==> src/rtl/pipe_stage_reg_if.sv <==
// Handshake bundle between the ID stage (master) and the ID/EXE pipeline register (slave).
interface pipe_stage_reg_if #(
  parameter int DATA_W = 101,
  parameter int CTRL_W = 6
);
  logic              in_valid;
  logic              in_ready;
  logic [DATA_W-1:0] in_data;
  logic [CTRL_W-1:0] in_ctrl;
  logic              out_valid;
  logic              out_ready;
  logic [DATA_W-1:0] out_data;
  logic [CTRL_W-1:0] out_ctrl;

  modport master (
    output in_valid, in_data, in_ctrl, out_ready,
    input  in_ready, out_valid, out_data, out_ctrl
  );

  modport slave (
    input  in_valid, in_data, in_ctrl, out_ready,
    output in_ready, out_valid, out_data, out_ctrl
  );
endinterface

==> src/rtl/pipe_stage_reg.sv <==
// ID/EXE pipeline register: 2-entry in-order head+skid buffer with flush,
// load-use bubble injection and a saturating bubble counter.
module pipe_stage_reg #(
  parameter int                DATA_W    = 101,
  parameter int                CTRL_W    = 6,
  parameter logic [CTRL_W-1:0] KILL_MASK = 6'b100101,
  parameter int                CNT_W     = 16
) (
  input  logic             clk,
  input  logic             clr,
  pipe_stage_reg_if.slave  bus,
  input  logic             flush,
  input  logic             bubble,
  output logic [1:0]       occupancy,
  output logic [CNT_W-1:0] bubble_cnt
);

  localparam logic [CNT_W-1:0] CNT_MAX = {CNT_W{1'b1}};
  localparam logic [CNT_W-1:0] CNT_ONE = {{(CNT_W-1){1'b0}}, 1'b1};

  logic [1:0]        occ_q, occ_d;
  logic              out_valid_q, out_valid_d;
  logic [DATA_W-1:0] head_data_q, head_data_d;
  logic [CTRL_W-1:0] head_ctrl_q, head_ctrl_d;
  logic [DATA_W-1:0] skid_data_q, skid_data_d;
  logic [CTRL_W-1:0] skid_ctrl_q, skid_ctrl_d;
  logic [CNT_W-1:0]  cnt_q, cnt_d;

  logic              pop_s;
  logic              push_s;
  logic              inject_s;
  logic              enq_s;
  logic              space_s;
  logic [DATA_W-1:0] enq_data_s;
  logic [CTRL_W-1:0] enq_ctrl_s;

  assign bus.in_ready  = (occ_q < 2'd2) && !bubble && !clr;
  assign bus.out_valid = out_valid_q;
  assign bus.out_data  = head_data_q;
  assign bus.out_ctrl  = head_ctrl_q;
  assign occupancy     = occ_q;
  assign bubble_cnt    = cnt_q;

  // A bubble may use the slot freed by a same-cycle pop; a real push may not.
  always_comb begin
    pop_s    = out_valid_q && bus.out_ready;
    space_s  = (occ_q < 2'd2) || pop_s;
    inject_s = bubble && !flush && space_s;
    push_s   = bus.in_valid && bus.in_ready && !flush;
    enq_s    = inject_s || push_s;
    if (inject_s) begin
      enq_data_s = {DATA_W{1'b0}};
      enq_ctrl_s = bus.in_ctrl & ~KILL_MASK;
    end else begin
      enq_data_s = bus.in_data;
      enq_ctrl_s = bus.in_ctrl;
    end
  end

  // Next-state for buffer contents, occupancy and bubble counter.
  always_comb begin
    occ_d       = occ_q;
    head_data_d = head_data_q;
    head_ctrl_d = head_ctrl_q;
    skid_data_d = skid_data_q;
    skid_ctrl_d = skid_ctrl_q;
    cnt_d       = cnt_q;

    if (flush) begin
      occ_d       = 2'd0;
      head_data_d = {DATA_W{1'b0}};
      head_ctrl_d = {CTRL_W{1'b0}};
      skid_data_d = {DATA_W{1'b0}};
      skid_ctrl_d = {CTRL_W{1'b0}};
    end else begin
      case ({enq_s, pop_s})
        2'b10: begin
          if (occ_q == 2'd0) begin
            head_data_d = enq_data_s;
            head_ctrl_d = enq_ctrl_s;
            occ_d       = 2'd1;
          end else begin
            skid_data_d = enq_data_s;
            skid_ctrl_d = enq_ctrl_s;
            occ_d       = 2'd2;
          end
        end
        2'b01: begin
          if (occ_q == 2'd2) begin
            head_data_d = skid_data_q;
            head_ctrl_d = skid_ctrl_q;
            occ_d       = 2'd1;
          end else begin
            occ_d       = 2'd0;
          end
        end
        2'b11: begin
          if (occ_q == 2'd2) begin
            head_data_d = skid_data_q;
            head_ctrl_d = skid_ctrl_q;
            skid_data_d = enq_data_s;
            skid_ctrl_d = enq_ctrl_s;
            occ_d       = 2'd2;
          end else begin
            head_data_d = enq_data_s;
            head_ctrl_d = enq_ctrl_s;
            occ_d       = 2'd1;
          end
        end
        default: begin
          occ_d = occ_q;
        end
      endcase
    end

    if (inject_s && (cnt_q != CNT_MAX)) begin
      cnt_d = cnt_q + CNT_ONE;
    end else begin
      cnt_d = cnt_q;
    end

    out_valid_d = (occ_d != 2'd0);
  end

  // State registers with synchronous clear.
  always_ff @(posedge clk) begin
    if (clr) begin
      occ_q       <= 2'd0;
      out_valid_q <= 1'b0;
      head_data_q <= {DATA_W{1'b0}};
      head_ctrl_q <= {CTRL_W{1'b0}};
      skid_data_q <= {DATA_W{1'b0}};
      skid_ctrl_q <= {CTRL_W{1'b0}};
      cnt_q       <= {CNT_W{1'b0}};
    end else begin
      occ_q       <= occ_d;
      out_valid_q <= out_valid_d;
      head_data_q <= head_data_d;
      head_ctrl_q <= head_ctrl_d;
      skid_data_q <= skid_data_d;
      skid_ctrl_q <= skid_ctrl_d;
      cnt_q       <= cnt_d;
    end
  end

endmodule

==> src/flat_wrapper.sv <==
// flat-port wrapper written by rule: the top's interface ports become plain ports
module pipe_stage_reg_flat 
#(
  parameter int                DATA_W    = 101,
  parameter int                CTRL_W    = 6,
  parameter logic [CTRL_W-1:0] KILL_MASK = 6'b100101,
  parameter int                CNT_W     = 16
)
  (clk, clr, flush, bubble, occupancy, bubble_cnt, bus_in_valid, bus_in_data, bus_in_ctrl, bus_out_ready, bus_in_ready, bus_out_valid, bus_out_data, bus_out_ctrl);
  pipe_stage_reg_if #(.DATA_W(DATA_W), .CTRL_W(CTRL_W)) bus_i ();
  input  logic clk;
  input  logic clr;
  input  logic flush;
  input  logic bubble;
  output logic [1:0] occupancy;
  output logic [CNT_W-1:0] bubble_cnt;
  input wire logic [$bits(bus_i.in_valid)-1:0] bus_in_valid;
  input wire logic [$bits(bus_i.in_data)-1:0] bus_in_data;
  input wire logic [$bits(bus_i.in_ctrl)-1:0] bus_in_ctrl;
  input wire logic [$bits(bus_i.out_ready)-1:0] bus_out_ready;
  output wire logic [$bits(bus_i.in_ready)-1:0] bus_in_ready;
  output wire logic [$bits(bus_i.out_valid)-1:0] bus_out_valid;
  output wire logic [$bits(bus_i.out_data)-1:0] bus_out_data;
  output wire logic [$bits(bus_i.out_ctrl)-1:0] bus_out_ctrl;
  assign bus_i.in_valid = bus_in_valid;
  assign bus_i.in_data = bus_in_data;
  assign bus_i.in_ctrl = bus_in_ctrl;
  assign bus_i.out_ready = bus_out_ready;
  assign bus_in_ready = bus_i.in_ready;
  assign bus_out_valid = bus_i.out_valid;
  assign bus_out_data = bus_i.out_data;
  assign bus_out_ctrl = bus_i.out_ctrl;
  pipe_stage_reg #(.DATA_W(DATA_W), .CTRL_W(CTRL_W), .KILL_MASK(KILL_MASK), .CNT_W(CNT_W)) u_core (.clk(clk), .clr(clr), .bus(bus_i), .flush(flush), .bubble(bubble), .occupancy(occupancy), .bubble_cnt(bubble_cnt));
endmodule
==> config.mk <==
export PLATFORM = sky130hd
export DESIGN_NAME = pipe_stage_reg_flat
export DESIGN_NICKNAME = d
export VERILOG_FILES = /design/src/rtl/pipe_stage_reg_if.sv /design/src/rtl/pipe_stage_reg.sv /design/src/flat_wrapper.sv
export SDC_FILE = /design/constraint.sdc
export NUM_CORES = 1
export LEC_CHECK = 0
export ABC_AREA = 1
export BUFFER_PORTS_ARGS = -buffer_cell sky130_fd_sc_hd__buf_4
export CORE_MARGIN = 2
export CORE_UTILIZATION = 30
export CTS_CLUSTER_DIAMETER = 120
export DETAILED_ROUTE_END_ITERATION = 8
export PLACE_DENSITY = 0.59
export REMOVE_ABC_BUFFERS = 1
export SYNTH_ARGS = -nofsm -noshare
export SYNTH_HDL_FRONTEND = slang
export SYNTH_SLANG_ARGS = --single-unit
==> constraint.sdc <==
create_clock -name clk -period 4.4 [get_ports clk]
set_clock_uncertainty 0.15 [all_clocks]
set_input_delay 0.66 -clock clk [delete_from_list [all_inputs] [get_ports clk]]
set_output_delay 0.66 -clock clk [all_outputs]
set_load 0.01 [all_outputs]
Word level (Yosys, flattened, before mapping)
Index checks and enable logic that the tools add are counted.
{ "word_totals": {"register_bits": 233, "latch_bits": 0, "mem_bits_rw": 0, "mem_bits_ro": 0, "input_bits": 113, "memories": 0} }
{ "op_classes": {"add_sub_neg": 1, "multipliers": 0, "div": 0, "order_cmp": 1, "n_eq_ne": 9, "n_shift": 0, "muxes": 21, "bitwise": 0, "n_reduce_logical": 20} }
{ "ops": {"columns": ["operator", "n"], "rows": [
  ["$mux W101", 6],
  ["$pmux W101 S3", 1],
  ["$pmux W101 S2", 1],
  ["$mux W6", 6],
  ["$pmux W6 S3", 1],
  ["$add A16 B1 Y16 const B", 1],
  ["$ne A16 B16 Y1 const B", 1],
  ["$pmux W6 S2", 1],
  ["$logic_and A1 B1 Y1", 8],
  ["$eq A2 B2 Y1 const B", 3],
  ["$mux W2", 3],
  ["$ne A2 B1 Y1 const B", 3],
  ["$pmux W2 S3", 1],
  ["$reduce_and A3 Y1", 2],
  ["$reduce_bool A2 Y1", 2],
  ["$logic_not A1 Y1", 3],
  ["$reduce_bool A3 Y1", 1],
  ["$eq A2 B1 Y1 const B", 1],
  ["$logic_not A2 Y1", 1],
  ["$logic_or A1 B1 Y1", 2],
  ["$lt A2 B2 Y1 const B", 1],
  ["$ne A2 B2 Y1 const B", 1],
  ["$reduce_or A2 Y1", 1],
  ["$mux W1", 1]
]} }

Depth between registers and ports, before layout
{ "depth": {"ltp_word": 10, "depth_mapped": 11} }

Least setup slack after synthesis
Ideal clock, no wire load.
{ "synth_path": {"kind": "input port to flip-flop", "startpoint": "input port clr", "endpoint": "register u_core.head_data_q[27], in the netlist u_core.bus.out_data[27]", "setup_time_ns": 0.109, "t_arrival_ns": 1.750, "required_ns": 4.141, "path_slack_ns": 2.391, "path_stages": 11, "cell_sequence": "buf_4 nor2_8 nand3_4 nand3_1 nand2_2 inv_2 buf_4 buf_4 nand3_1 nand2_1 inv_1"} }
{ "synth_between": {"elab_chain_cells": 8, "elab_cells_between_ends": 14} }
{ "synth_rtl": {"columns": ["item", "line", "text"], "rows": [
  ["start, declared", "flat_wrapper.sv:12", "input logic clr;"],
  ["$logic_not A1 Y1", "pipe_stage_reg.sv:37", "assign bus.in_ready = (occ_q < 2'd2) && !bubble && !clr;"],
  ["$logic_and A1 B1 Y1", "pipe_stage_reg.sv:37", null],
  ["$logic_and A1 B1 Y1 (2 in a row)", "pipe_stage_reg.sv:49", "push_s = bus.in_valid && bus.in_ready && !flush;"],
  ["$logic_or A1 B1 Y1", "pipe_stage_reg.sv:50", "enq_s = inject_s || push_s;"],
  ["$eq A2 B1 Y1 / $eq A2 B2 Y1 (equally long branches)", "pipe_stage_reg.sv:76", "case ({enq_s, pop_s})"],
  ["$ne A2 B1 Y1 (no line) / $reduce_bool A3 Y1 (equally long branches)", null, null],
  ["$reduce_and A3 Y1 (no line)", null, null],
  ["end signal, assigned", "pipe_stage_reg.sv:130", "head_data_q <= {DATA_W{1'b0}};"],
  ["end signal, assigned", "pipe_stage_reg.sv:138", "head_data_q <= head_data_d;"],
  ["end, declared", "pipe_stage_reg.sv:23", "logic [DATA_W-1:0] head_data_q, head_data_d;"]
]} }
Several ways; a longest one is shown, not always the timed one.
A chain may end at the register's enable or synchronous reset.

Worst setup path in the final report
{ "layout_path": {"startpoint": "register u_core.out_valid_q, in the netlist u_core.bus.out_valid", "endpoint": "register u_core.head_data_q[10], in the netlist u_core.bus.out_data[10]"} }
{ "layout_between": {"elab_chain_cells": 7, "elab_cells_between_ends": 15} }
{ "layout_rtl": {"columns": ["item", "line", "text"], "rows": [
  ["start, declared", "pipe_stage_reg.sv:22", "logic out_valid_q, out_valid_d;"],
  ["start signal, assigned", "pipe_stage_reg.sv:137", "out_valid_q <= out_valid_d;"],
  ["$logic_and A1 B1 Y1 (*)", "pipe_stage_reg.sv:46", "pop_s = out_valid_q && bus.out_ready;"],
  ["$logic_or A1 B1 Y1", "pipe_stage_reg.sv:47", "space_s = (occ_q < 2'd2) || pop_s;"],
  ["$logic_and A1 B1 Y1", "pipe_stage_reg.sv:48", "inject_s = bubble && !flush && space_s;"],
  ["$logic_or A1 B1 Y1", "pipe_stage_reg.sv:50", null],
  ["$eq A2 B1 Y1 / $eq A2 B2 Y1 (equally long branches)", "pipe_stage_reg.sv:76", null],
  ["$ne A2 B1 Y1 (no line) / $reduce_bool A3 Y1 (equally long branches)", null, null],
  ["$reduce_and A3 Y1 (no line)", null, null]
]} }
Mark *: on every way between the ends. The rest lies on a longest branch, timed or not. The select of a mux whose other input is x is not followed.

==> summary.md <==
| Metric | Value |
|---|---|
| CTS Root Cell | `clkbuf_16` |
| Die W | `200 um` |
| CTS buffer count | `28` |
| Sequential cell area fraction in the yosys report | `40.5%` |
| Worst path bufs/invs | `2` |
| CTS tree | `built` |
| Vias per inst | `4.59` |
| Post-Layout Cell Count | `2490` |
| Min Tclk post-route | `2.90 ns` |
| ANT cells | `0` |
| First-pass GRT wire length | `56000 um` |
| Multi-input gate area | `5040 um^2` |
| Crit-path most repeated cell | `nand2_1` |
| Hold/Removal Path Class | `input pin to register` |
| Final hold violations | `0` |
| Hold_buf cts | `0` |
| Busiest layer in global routing | `met2` |
| Row Count | `71` |
| Cts repair resizes | `0` |
| Critical path's slowest cell | `inv_4` |
| Crit. End Element | `register` |
| Vias in the first global route | `11200` |
| Core area | `37800 um^2` |
| Synth Register Bits | `233` |
| Async SR Flop Fraction | `0%` |
| Setup violators final | `0` |
| Pwr dens | `357 nW/um^2` |
| Grt ovf | `0` |
| Final critical-path share of the clock period | `66.0%` |
| Yosys cell types | `27` |
| Largest net degree at the start of global routing | `~110` |
| Final core occ | `38.3%` |
| Status | `finished clean` |
| CP cell instances | `nand2_1 -> nand2_1 -> nand2_4 -> nand3_1 -> nand2_4 -> inv_4 -> nand3_1 -> nand2_1 -> inv_1` |
| P_leak | `6.74 nW` |
| Vias | `between 10000 and 15000` |
| Final ANT Viol Nets | `0` |
| Area after DPL | `roughly 14000 um^2` |
| Max_slew headroom | `18.0%` |
| Postcts setup bufs | `0` |
| Number of top-level pins | `240` |
| Initial drt markers | `620` |
| Clk slew on worst S/H paths | `roughly 0.060 ns` |
| Dpl cells | `2438` |
| Starting Density | `30.5%` |
| Total Wirelength | `34400 um` |
| CTS Sinks | `233` |
| Max Root-Sink Buffers | `3` |
| DP HPWL | `21300 um` |
| CP Class | `register to register` |
| Full die area | `40000 um^2` |
| Grt met1 use | `22.0%` |
| Met3 Use GR | `2.64%` |
| Layout area overhead | `25.5%` |
| Port Buffers | `239` |
| Synth warnings | `0` |
| WP data arrival | `about 3.2 ns` |
| Crit path largest cell delay | `0.97 ns` |
| Final #Nets | `2071` |
| Met2 Usage GRT | `~30%` |
| Max_cap viols | `0` |
| Global-route usage over all layers | `17.2%` |
| Avg WL per Cell | `13.8 um` |
| Post-synth EDFFs | `0` |
| FF+latch area | `4660 um^2` |
| Syn Std Cell Area | `11500 um^2` |
| DR DRC count | `0` |
| Layout cells sized above 1 | `16.0%` |
| RSZ-0062 raised after global routing | `no` |
| H-tree depth | `1` |
| RePlAce Congestion | `0.827` |
| Largest fanout on the critical path | `107` |
| Crit-path leading delay family | `simple AND/OR/NAND/NOR gates` |
| Least-Margin Pin Slew | `1.23 ns` |
| Fmax | `around 0.34 GHz` |
| Slew Viols, Final | `0` |
| Initial antenna violation count | `0` |
| Fillcell total | `4061` |
| Avg Cell Area, Syn | `6.40 um^2` |
| WP data required | `between 4 and 5 ns` |
| Syn Inst Count | `1801` |
| Die height | `between 200 and 250 um` |
| Worst setup SP type | `register` |
| Design Area, Final | `14500 um^2` |
| Primary FF master, synth | `dfxtp_1` |
| Skew-Pair Late Insertion Delay | `~0.55 ns` |
| Maximum VDD drop | `0.000235 V` |
| Detailed Routing Iterations Pass 1 | `5` |
[final timing paths]
path,slack [ns],depth (start not counted),startpoint,end
max reg2reg,1.50,9,u_core.bus.out_valid$_SDFF_PP0_,u_core.bus.out_data[10]$_SDFFE_PP0P_
min reg2reg,0.32,2,u_core.skid_data_q[99]$_SDFFE_PP0P_,u_core.skid_data_q[99]$_SDFFE_PP0P_
min,0.23,3,bus_in_ctrl[1],u_core.skid_ctrl_q[1]$_SDFFE_PP0P_
max,1.50,9,u_core.bus.out_valid$_SDFF_PP0_,u_core.bus.out_data[10]$_SDFFE_PP0P_
[synthesized netlist by cell type, types with 2 or more instances]
cell / number / area [um^2]
nand3_1: 329 / 1650
inv_1: 325 / 1220
nor2_1: 303 / 1140
dfxtp_1: 233 / 4660
nand2_1: 218 / 818
a21oi_1: 141 / 706
o21ai_0: 92 / 460
clkbuf_1: 59 / 221
buf_2: 36 / 180
buf_1: 14 / 52.6
buf_4: 12 / 90.1
nand4_1: 7 / 43.8
buf_6: 6 / 67.6
xor2_1: 5 / 43.8
inv_2: 4 / 15.0
nand2_2: 4 / 25.0
nor2_2: 2 / 12.5
xnor2_1: 2 / 17.5
[logic make-up after synthesis]
group	Yosys count	share of synthesized area [%]
flops	233	40.5
fa+ha+maj	1	0.109
buf+inv	457	16.1
simple gates	868	32.5
compound gates	235	10.3
xor+xnor	7	0.532
[tightest hold or removal path: cells and delay by family]
family / cells / cell delay [ns]
and+or+nand+nor: 1 / 0.05
AOI/OAI and AO/OA: 1 / 0.05
buffers and inverters: 1 / 0.11
[power breakdown]
| part | leakage (nW) | switching, W | internal [W] |
|---|---|---|---|
| Sequential | 1.89 | 0.0000350 | 0.00217 |
| Combinational | 4.39 | 0.000400 | 0.000260 |
| Clock | 0.464 | 0.000927 | 0.00138 |
[per-layer routing]
layer  share of wire (%)  up-vias
met1                  46     5226
met5                   0        -
li1                    -     5901
met2                  47      264
met4                 2.1        0
met3                 4.7       49
[placed cells by master (no fill, tap or decap), drive strengths merged]
| cell type | n |
|---|---|
| a21oi | 141 |
| xnor2 | 2 |
| nor3 | 1 |
| nand3 | 331 |
| clkinvlp | 1 |
| o21ai | 94 |
| buf | 253 |
| clkinv | 8 |
| xor2 | 5 |
| ha | 1 |
| bufinv | 1 |
| clkbuf | 42 |
| dfxtp | 233 |
| nand4 | 7 |
| inv | 330 |
| nor2 | 306 |
| nand2 | 223 |
[state kept, by name, summed over array words and instances, names as in the netlist]
register,cells
u_core.bus.out_valid,1
u_core.bus.out_ctrl,6
u_core.skid_data_q,101
u_core.skid_ctrl_q,6
u_core.bubble_cnt,16
u_core.bus.out_data,101
u_core.occupancy,2
[layout make-up]
cell class | instances | area share (%)
clock buffers | 42 | 5.83
clock inverters | 10 | 0.614
inverters | 330 | 8.65
multi-input cells | 1111 | 34.8
flip-flops and latches | 233 | 32.3
well taps | 511 | 4.42
repair buffers | 253 | 13.4
[through the flow]
step	hold slack [ns]	TNS (ns)	setup slack (ns)	total power, W
final	0.233	0	1.50	0.00517
after floorplan	0.296	-9.07	-0.105	0.00261
after CTS	0.202	0	1.51	0.00525
after detailed placement	0.306	0	1.07	0.00291
after global placement	0.303	0	1.08	0.00291
after global routing	0.219	0	1.28	0.00542
Note: power is estimated with default switching activity, not from simulation.
